`src/rtl/rom_map_pkg.sv`:
```
// rom_map_pkg: download map limits, region codes, FSM encoding and default image length
package rom_map_pkg;
   localparam logic [17:0] IMG_LEN_DEF = 18'h24220;
   localparam logic [1:0] S_IDLE = 2'd0, S_LOAD = 2'd1, S_DRAIN = 2'd2, S_FIN = 2'd3;
   localparam logic [17:0] MAIN_BASE = 18'h00000, MAIN_LIM = 18'h0FFFF;
   localparam logic [17:0] SPRITE_BASE = 18'h10000, SPRITE_LIM = 18'h1FFFF;
   localparam logic [17:0] BG_BASE = 18'h20000, BG_LIM = 18'h23FFF;
   localparam logic [17:0] SPCLUT_BASE = 18'h24000, SPCLUT_LIM = 18'h240FF;
   localparam logic [17:0] BGCLUT_BASE = 18'h24100, BGCLUT_LIM = 18'h241FF;
   localparam logic [17:0] PAL_BASE = 18'h24200, PAL_LIM = 18'h2421F;
   localparam logic [2:0] R_MAIN = 3'd0, R_SPRITE = 3'd1, R_BG = 3'd2, R_SPCLUT = 3'd3,
                          R_BGCLUT = 3'd4, R_PAL = 3'd5, R_NONE = 3'd7;
   function automatic logic [2:0] region(input logic [17:0] a);
      return (a == MAIN_BASE || a <= MAIN_LIM) ? R_MAIN :
             (a >= SPRITE_BASE && a <= SPRITE_LIM) ? R_SPRITE :
             (a >= BG_BASE && a <= BG_LIM) ? R_BG :
             (a >= SPCLUT_BASE && a <= SPCLUT_LIM) ? R_SPCLUT :
             (a >= BGCLUT_BASE && a <= BGCLUT_LIM) ? R_BGCLUT :
             (a >= PAL_BASE && a <= PAL_LIM) ? R_PAL : R_NONE;
   endfunction
endpackage

```
`src/rtl/dl_byte_fifo.sv`:
```
// dl_byte_fifo: 2**FIFO_AW byte FIFO (clk, rst async, sync flush, push/din, pop/dout, full, empty)
module dl_byte_fifo #(
   parameter int FIFO_AW = 2
) (
   input  logic       clk,
   input  logic       rst,
   input  logic       flush,
   input  logic       push,
   input  logic       pop,
   input  logic [7:0] din,
   output logic [7:0] dout,
   output logic       full,
   output logic       empty
);
   logic [7:0] mem [2**FIFO_AW];
   logic [FIFO_AW:0] wp, rp;
   logic do_push, do_pop;
   assign empty = wp == rp;
   assign full = (wp[FIFO_AW] != rp[FIFO_AW]) && (wp[FIFO_AW-1:0] == rp[FIFO_AW-1:0]);
   assign dout = mem[rp[FIFO_AW-1:0]];
   assign do_pop = pop && !empty;
   assign do_push = push && (!full || do_pop);
   always_ff @(posedge clk or posedge rst)
      if (rst) begin
         wp <= '0;
         rp <= '0;
      end else if (flush) begin
         wp <= '0;
         rp <= '0;
      end else begin
         wp <= do_push ? wp + 1'b1 : wp;
         rp <= do_pop ? rp + 1'b1 : rp;
      end
   always_ff @(posedge clk)
      if (do_push && !flush) mem[wp[FIFO_AW-1:0]] <= din;
endmodule

```
`src/rtl/rom_dl_writer.sv`:
```
// rom_dl_writer: streams IMG_LEN source bytes (SV/SR/SD) into download writes (DLAD/DLDT/DLEN) with gap pacing, SUM, ERR, RGN
module rom_dl_writer
   import rom_map_pkg::*;
#(
   parameter logic [17:0] IMG_LEN = IMG_LEN_DEF,
   parameter int          WR_GAP  = 1,
   parameter int          FIFO_AW = 2
) (
   input  logic        CL,
   input  logic        RST,
   input  logic        START,
   input  logic        ABORT,
   input  logic        SV,
   input  logic [7:0]  SD,
   output logic        SR,
   output logic [17:0] DLAD,
   output logic [7:0]  DLDT,
   output logic        DLEN,
   output logic [2:0]  RGN,
   output logic        BUSY,
   output logic        DONE,
   output logic        ERR,
   output logic [15:0] SUM
);
   logic [1:0] state;
   logic [17:0] acc, wcnt;
   logic [3:0] gap;
   logic [7:0] dout;
   logic full, empty, pop, push, go;
   assign go = START && !ABORT && (state == S_IDLE || state == S_FIN);
   assign pop = !empty && gap == 4'd0 && !ABORT;
   assign SR = state == S_LOAD && acc < IMG_LEN && (!full || pop);
   assign push = SV && SR;
   assign BUSY = state == S_LOAD || state == S_DRAIN;
   assign DONE = state == S_FIN;
   assign RGN = region(DLAD);
   dl_byte_fifo #(.FIFO_AW(FIFO_AW)) u_fifo (
      .clk(CL), .rst(RST), .flush(ABORT || go), .push(push), .pop(pop),
      .din(SD), .dout(dout), .full(full), .empty(empty)
   );
   always_ff @(posedge CL or posedge RST)
      if (RST) begin
         state <= S_IDLE;
         acc <= '0;
         wcnt <= '0;
         gap <= '0;
         DLAD <= '0;
         DLDT <= '0;
         DLEN <= 1'b0;
         SUM <= '0;
         ERR <= 1'b0;
      end else begin
         DLEN <= pop;
         if (pop) begin
            DLAD <= wcnt;
            DLDT <= dout;
            SUM <= SUM + {8'h00, dout};
            wcnt <= wcnt == IMG_LEN - 18'd1 ? wcnt : wcnt + 18'd1;
         end
         gap <= pop ? 4'(WR_GAP - 1) : gap != 4'd0 ? gap - 4'd1 : gap;
         if (SV && !SR && (state == S_DRAIN || state == S_FIN)) ERR <= 1'b1;
         if (push) acc <= acc + 18'd1;
         if (ABORT) state <= S_IDLE;
         else if (go) begin
            state <= S_LOAD;
            acc <= '0;
            wcnt <= '0;
            gap <= '0;
            SUM <= '0;
            ERR <= 1'b0;
         end else if (state == S_LOAD && push && acc == IMG_LEN - 18'd1) state <= S_DRAIN;
         else if (state == S_DRAIN && empty && !DLEN) state <= S_FIN;
      end
endmodule

```
`config.mk`:
```
export PLATFORM = sky130hd
export DESIGN_NAME = rom_dl_writer
export DESIGN_NICKNAME = d
export VERILOG_FILES = /design/src/rtl/rom_map_pkg.sv /design/src/rtl/dl_byte_fifo.sv /design/src/rtl/rom_dl_writer.sv
export SDC_FILE = /design/constraint.sdc
export NUM_CORES = 1
export LEC_CHECK = 0
export CAP_MARGIN = 40
export CELL_PAD_IN_SITES_DETAIL_PLACEMENT = 0
export CELL_PAD_IN_SITES_GLOBAL_PLACEMENT = 1
export CORE_ASPECT_RATIO = 0.6
export CORE_MARGIN = 1
export CORE_UTILIZATION = 45
export CTS_CLUSTER_SIZE = 16
export DETAILED_ROUTE_END_ITERATION = 10
export PLACE_DENSITY_LB_ADDON = 0.1
export SLEW_MARGIN = 20
export SYNTH_ARGS = -nofsm -noshare
export SYNTH_HDL_FRONTEND = slang
export SYNTH_SLANG_ARGS = --single-unit
export TNS_END_PERCENT = 5
```
`constraint.sdc`:
```
create_clock -name CL -period 3.89 [get_ports CL]
set_clock_uncertainty 0.15 [all_clocks]
set_input_delay 0.778 -clock CL [delete_from_list [all_inputs] [get_ports CL]]
set_output_delay 0.778 -clock CL [all_outputs]
set_load 0.005 [all_outputs]
```
* After elaboration in Yosys (flattened, before gate mapping)
Memory sizes are Yosys's and may differ from the RTL's. Cells that the tools add are included.
Word-level totals: logic and storage cells 113, flip-flop bits (word level) 92, bits of input ports 13, RAM bits 32, output and inout bits 50, memories 1
Cells by class: reduce and logical (&&, ||, !) cells 42, add/sub/neg operators 6, mux-type cells 33, equal/unequal tests 8, magnitude comparators 12
Memory list:
- u_fifo.mem | words 4, width 8, rd ports 1, clocked after memory_dff 0, wr ports 1, line dl_byte_fifo.sv:15 | logic [7:0] mem [2**FIFO_AW];
Operators with widths (count):
- 18-bit two-way mux | 7
- 18-bit greater-or-equal comparator, second input constant | 4
- 18-bit less-or-equal comparator, second input constant | 4
- 16-bit two-way mux | 3
- 18-bit by 1-bit adder with 18-bit output, second input constant | 2
- 18-bit == test, second input constant | 2
- 3-bit two-way mux | 8
- 1-bit logical AND | 22
- 18-bit by 17-bit greater-or-equal comparator with 1-bit output, second input constant | 1
- 18-bit by 16-bit less-or-equal comparator with 1-bit output, second input constant | 1
- 18-bit by 17-bit less-or-equal comparator with 1-bit output, second input constant | 1
- 18-bit logical NOT | 1
- 18-bit less-than comparator, second input constant | 1
- 16-bit by 8-bit adder with 16-bit output | 1
- 4-bit two-way mux | 4
- 2-bit two-way mux | 6
- 4-bit nonzero test | 2
- 1-bit logical OR | 7
- 3-bit by 1-bit adder with 3-bit output, second input constant | 2
- 1-bit logical NOT | 6
- 1-bit two-way mux | 5
- 2-bit == test, second input constant | 2
- 4-bit logical NOT | 1
- 2-bit nonzero test | 2
- other kinds (6) | 6

* Longest topological paths before layout
word-level depth 12, depth in mapped cells 10, gate-level depth less buffers 8

* Cells and area by module
From an unflattened synthesis, not the netlist that was laid out.
Second synthesis, totals: cell total of the unflattened synthesis 619, area total of the unflattened synthesis 6302.3 µm²
By module, submodules not included:
- rom_dl_writer | area each 4594.4 µm², cells an instance 521, times used 1, sequential area each 2152.1 µm²
- dl_byte_fifo | area each 1707.9 µm², cells an instance 98, times used 1, sequential area each 1111.1 µm²

* Worst setup path before layout
Ideal clock, no wire load.
path type input to register, from input port ABORT, to memory u_fifo.mem[0][0] (enable), stages 6, buffers on the path 2, required time 3.408 ns, setup slack 0.684 ns, arrival time 2.724 ns, library setup time 0.332 ns, path through or4b_4 and4_4 buf_6 nor4b_2 clkbuf_1 and3_1
Between the ends: cells in the longest elaborated chain, start to end 9, elaborated cells between the ends (all ways) 15, classes of those cells mux (2); reduce/logical (13)
RTL lines:
- start: declaration | line rom_dl_writer.sv:12 | input logic ABORT,
- 1-bit logical NOT | line rom_dl_writer.sv:30, rom_dl_writer.sv:31
- 1-bit logical AND | line rom_dl_writer.sv:31 | assign pop = !empty && gap == 4'd0 && !ABORT;
- 1-bit logical OR | line rom_dl_writer.sv:32 | assign SR = state == S_LOAD && acc < IMG_LEN && (!full || pop);
- 1-bit logical AND | line rom_dl_writer.sv:32
- 1-bit logical AND | line rom_dl_writer.sv:33 | assign push = SV && SR;
- 1-bit logical AND | line dl_byte_fifo.sv:22 | assign do_push = push && (!full || do_pop);
- 1-bit logical AND (*) | line dl_byte_fifo.sv:35 | if (do_push && !flush) mem[wp[FIFO_AW-1:0]] <= din;
- 1-bit two-way mux (*) | line dl_byte_fifo.sv:35
- 1-bit two-way mux (not written as such) (*) | line dl_byte_fifo.sv:35
- end: declaration | line dl_byte_fifo.sv:15
Every way passes the cells marked *; elsewhere a longest branch is shown, timed or not.

* Worst setup path after layout
from input port ABORT, to output port SR
Between the ends: cells in the longest elaborated chain, start to end 4
RTL lines:
- 1-bit logical NOT | line rom_dl_writer.sv:31
- 1-bit logical AND | line rom_dl_writer.sv:31
- 1-bit logical OR | line rom_dl_writer.sv:32
- 1-bit logical AND | line rom_dl_writer.sv:32
- end: declaration | line rom_dl_writer.sv:15 | output logic SR,
Every way passes these cells.

==> impl_metrics.ini <==
[outcome]
status = complete, no violations

[global_routing]
grt_pass1_vias = 4437
gr-usage-all-layers = 0.225
grt_max_degree = 93
globalRouteOverflowTotal = 0
antenna_found_initial = 0
grt_pass1_wl_um = 23600

[clock_tree]
cts_root_buf = clkbuf_16
path_clk_slew_ns = 0.06
tritoncts = yes
cts_buffer_depth = 2
worstSkewPairLatency_ns = 0.42
postCtsHoldBufs = 0
cts_buffers = 17
clock_sinks = 124
cts-htree-levels = 4

[worst_hold_path]
min_to = DLAD[4]
hp-class = flop to flop
worstHoldStart = DLAD[4]
hold_depth = 2

[logic_synthesis]
synth-seq-cells = 124
ys_seq_area_frac = 0.540
synth_edf_count = 32
synth_area_leaders = dfrtp_1, edfxtp_1, nand2_1
syn_area_sq_mm = 0.00605
async_flop_share = 0.742
synth_nets = 616
synthDistinctLibCells = 55
synth_area_leader_cell = dfrtp_1
syn_area_per_cell_sq_um = 10.4
netlist.area_leader.share = 0.381
synthFlopType = dfrtp_1
yosysWarnings = 0
netlist_instances = 582

[sta]
drv_slew = 0
finalHoldViolations = 0
rsz0062_at_grt = no
setup_viol = 0
hold_slack_ns = 0.321
period_needed_ns = 3.72
slew_headroom = 0.595
setup_tns_ns = 0
fin_crit_sh = 0.955
fmax_ghz = 0.269
tightest_slew_ns = 0.603

[route]
drc_errors = 0
first_pass_iters = 4
highest_layer = met4
via_per_inst = 5.55
route.met2.wl_um = 5700
met1_length_um = 7740
drt_iter0_markers = 370
wl_per_cell_um = 17.0
totalWireLength_um = 14300
dr_total_vias = 4659
ant_nets = 0
wl_met3_um = 757

[worst_setup_path]
critPathCaptureType = output pin
r2r_setup_slack_ns = 0.64
r2r-end = SUM[10]
criticalPathCategory = primary input to output pin
reg2reg_from = u_fifo.rp[0]
rr_worst_depth = 8
cp_max_fo = 9
crit_arrival_ns = 2.79
crit_start = ABORT
crit_path_start_kind = primary input
required_ns = 2.96

[floorplan]
fp.dieArea_sq_mm = 0.0139
ios = 63
core_sq_mm = 0.0130
rows = 32
initial_core_util = 0.466
die_x_um = 152
die_height_um = 91.8

[pwr]
p_per_area_mw_per_mm2 = 454
p_switching_mw = 0.887
pwr-share-clk = 0.447
power_frac_seq = 0.435
p_int_mw = 2.51
p_comb_frac = 0.117
power_switching_share = 0.261
power_leakage_nw = 3.13
vdd.ir_drop.worst_mv = 0.289

[cells_and_area]
nets = 691
num_antenna_cells = 0
mostFrequentLayoutCells = nand2_1, dfrtp_1, clkdlybuf4s50_1
synthToLayoutAreaGrowth_pct = 23.8
layout-drive-gt1-share = 0.101
final_common_cell = nand2_1

[placed_design]
gp_congestion = 0.840
portBuffers = 62
hpwl_um = 9980

[run]
drv_cap = 0
==> how the worst max path moves through the flow <==
stage	endpoint	slack, ns
2_1_floorplan	DLAD[0]	0.57
3_3_place_gp	SR	0.14
3_5_place_dp	SR	0.10
4_1_cts	SR	0.09
5_1_grt	SR	0.08
6_report	SR	0.17
==> routing by layer <==
metal / track usage / vias to the layer above
li1: - / 2251
met1: 0.365 / 2280
met2: 0.294 / 116
met3: 0.0443 / 12
met4: 0.0726 / 0
met5: 0 / -
==> registers in the layout (all words and copies together), names as in the netlist <==
| signal | cells |
|---|---|
| u_fifo.mem | 32 |
| gap | 4 |
| u_fifo.wp | 3 |
| DLDT | 8 |
| acc | 18 |
| wcnt | 18 |
| u_fifo.rp | 3 |
| SUM | 16 |
| DLEN | 1 |
| ERR | 1 |
| DLAD | 18 |
| state | 2 |
==> critical path, cell delays in order <==
cell and delay, ns:
clkdlybuf4s50_1 0.44, or4b_4 0.57, and4_4 0.25, nor3_2 0.22
clkdlybuf4s50_1 0.53
==> cell type report <==
type	count	area (sq um)
Clock inverter	15	138
Timing Repair Buffer	77	746
Clock buffer	17	425
Fill cell	1130	5490
Multi-Input combinational cell	420	2630
Sequential cell	124	3260
Inverter	17	65.1
Tap cell	170	213
==> cells in the mapped netlist (7+ instances only) <==
| cell type | number |
|---|---|
| and3_1 | 8 |
| nand2_1 | 113 |
| a21oi_1 | 34 |
| clkbuf_1 | 16 |
| xnor2_1 | 25 |
| inv_1 | 16 |
| o21ai_0 | 26 |
| nor2_1 | 37 |
| edfxtp_1 | 32 |
| mux4_2 | 8 |
| or4_1 | 7 |
| nor4_1 | 9 |
| dfrtp_1 | 92 |
| nand3_1 | 20 |
| nand4_1 | 14 |
| ha_1 | 20 |
| nor3_1 | 13 |
| or3_1 | 17 |
==> logic make-up (layout without fill, tap and decap cells) <==
logic type,count (synthesis),in the layout,synth area share
AND/OR/NAND/NOR,262,262,0.213
flip-flops,124,124,0.540
AO/OA/AOI/OAI,96,96,0.0977
buffers and inverters,38,126,0.0269
XOR/XNOR,30,30,0.0435
adder cells (fa/ha/maj),21,21,0.0447
multiplexers,11,11,0.0348
==> power groups by stage <==
stage,clock network (mW),logic [mW],registers (mW)
floorplan,0,0.219,1.49
global placement,0,0.394,1.50
detailed placement,0,0.403,1.50
CTS,1.55,0.404,1.48
global route,1.60,0.456,1.49
finish,1.52,0.399,1.48
==> metrics by stage <==
step	setup WS [ns]	std cells	cell area, sq um	utilization	total power, mW
2_1_floorplan	0.570	582	6050	-	1.71
3_3_place_gp	0.144	808	6920	0.533	1.89
3_5_place_dp	0.105	808	6920	0.533	1.91
4_1_cts	0.0853	840	7480	0.576	3.43
5_1_grt	0.0820	840	7480	0.577	3.55
6_report	0.175	840	7480	0.577	3.40
==> what timing repair did <==
item                                   CTS  global route
buffers inserted                         0             0
setup endpoints to repair                0             1
endpoints found under the hold margin    0             0
resized for setup                        0             1
(Power assumes the default switching activity.)
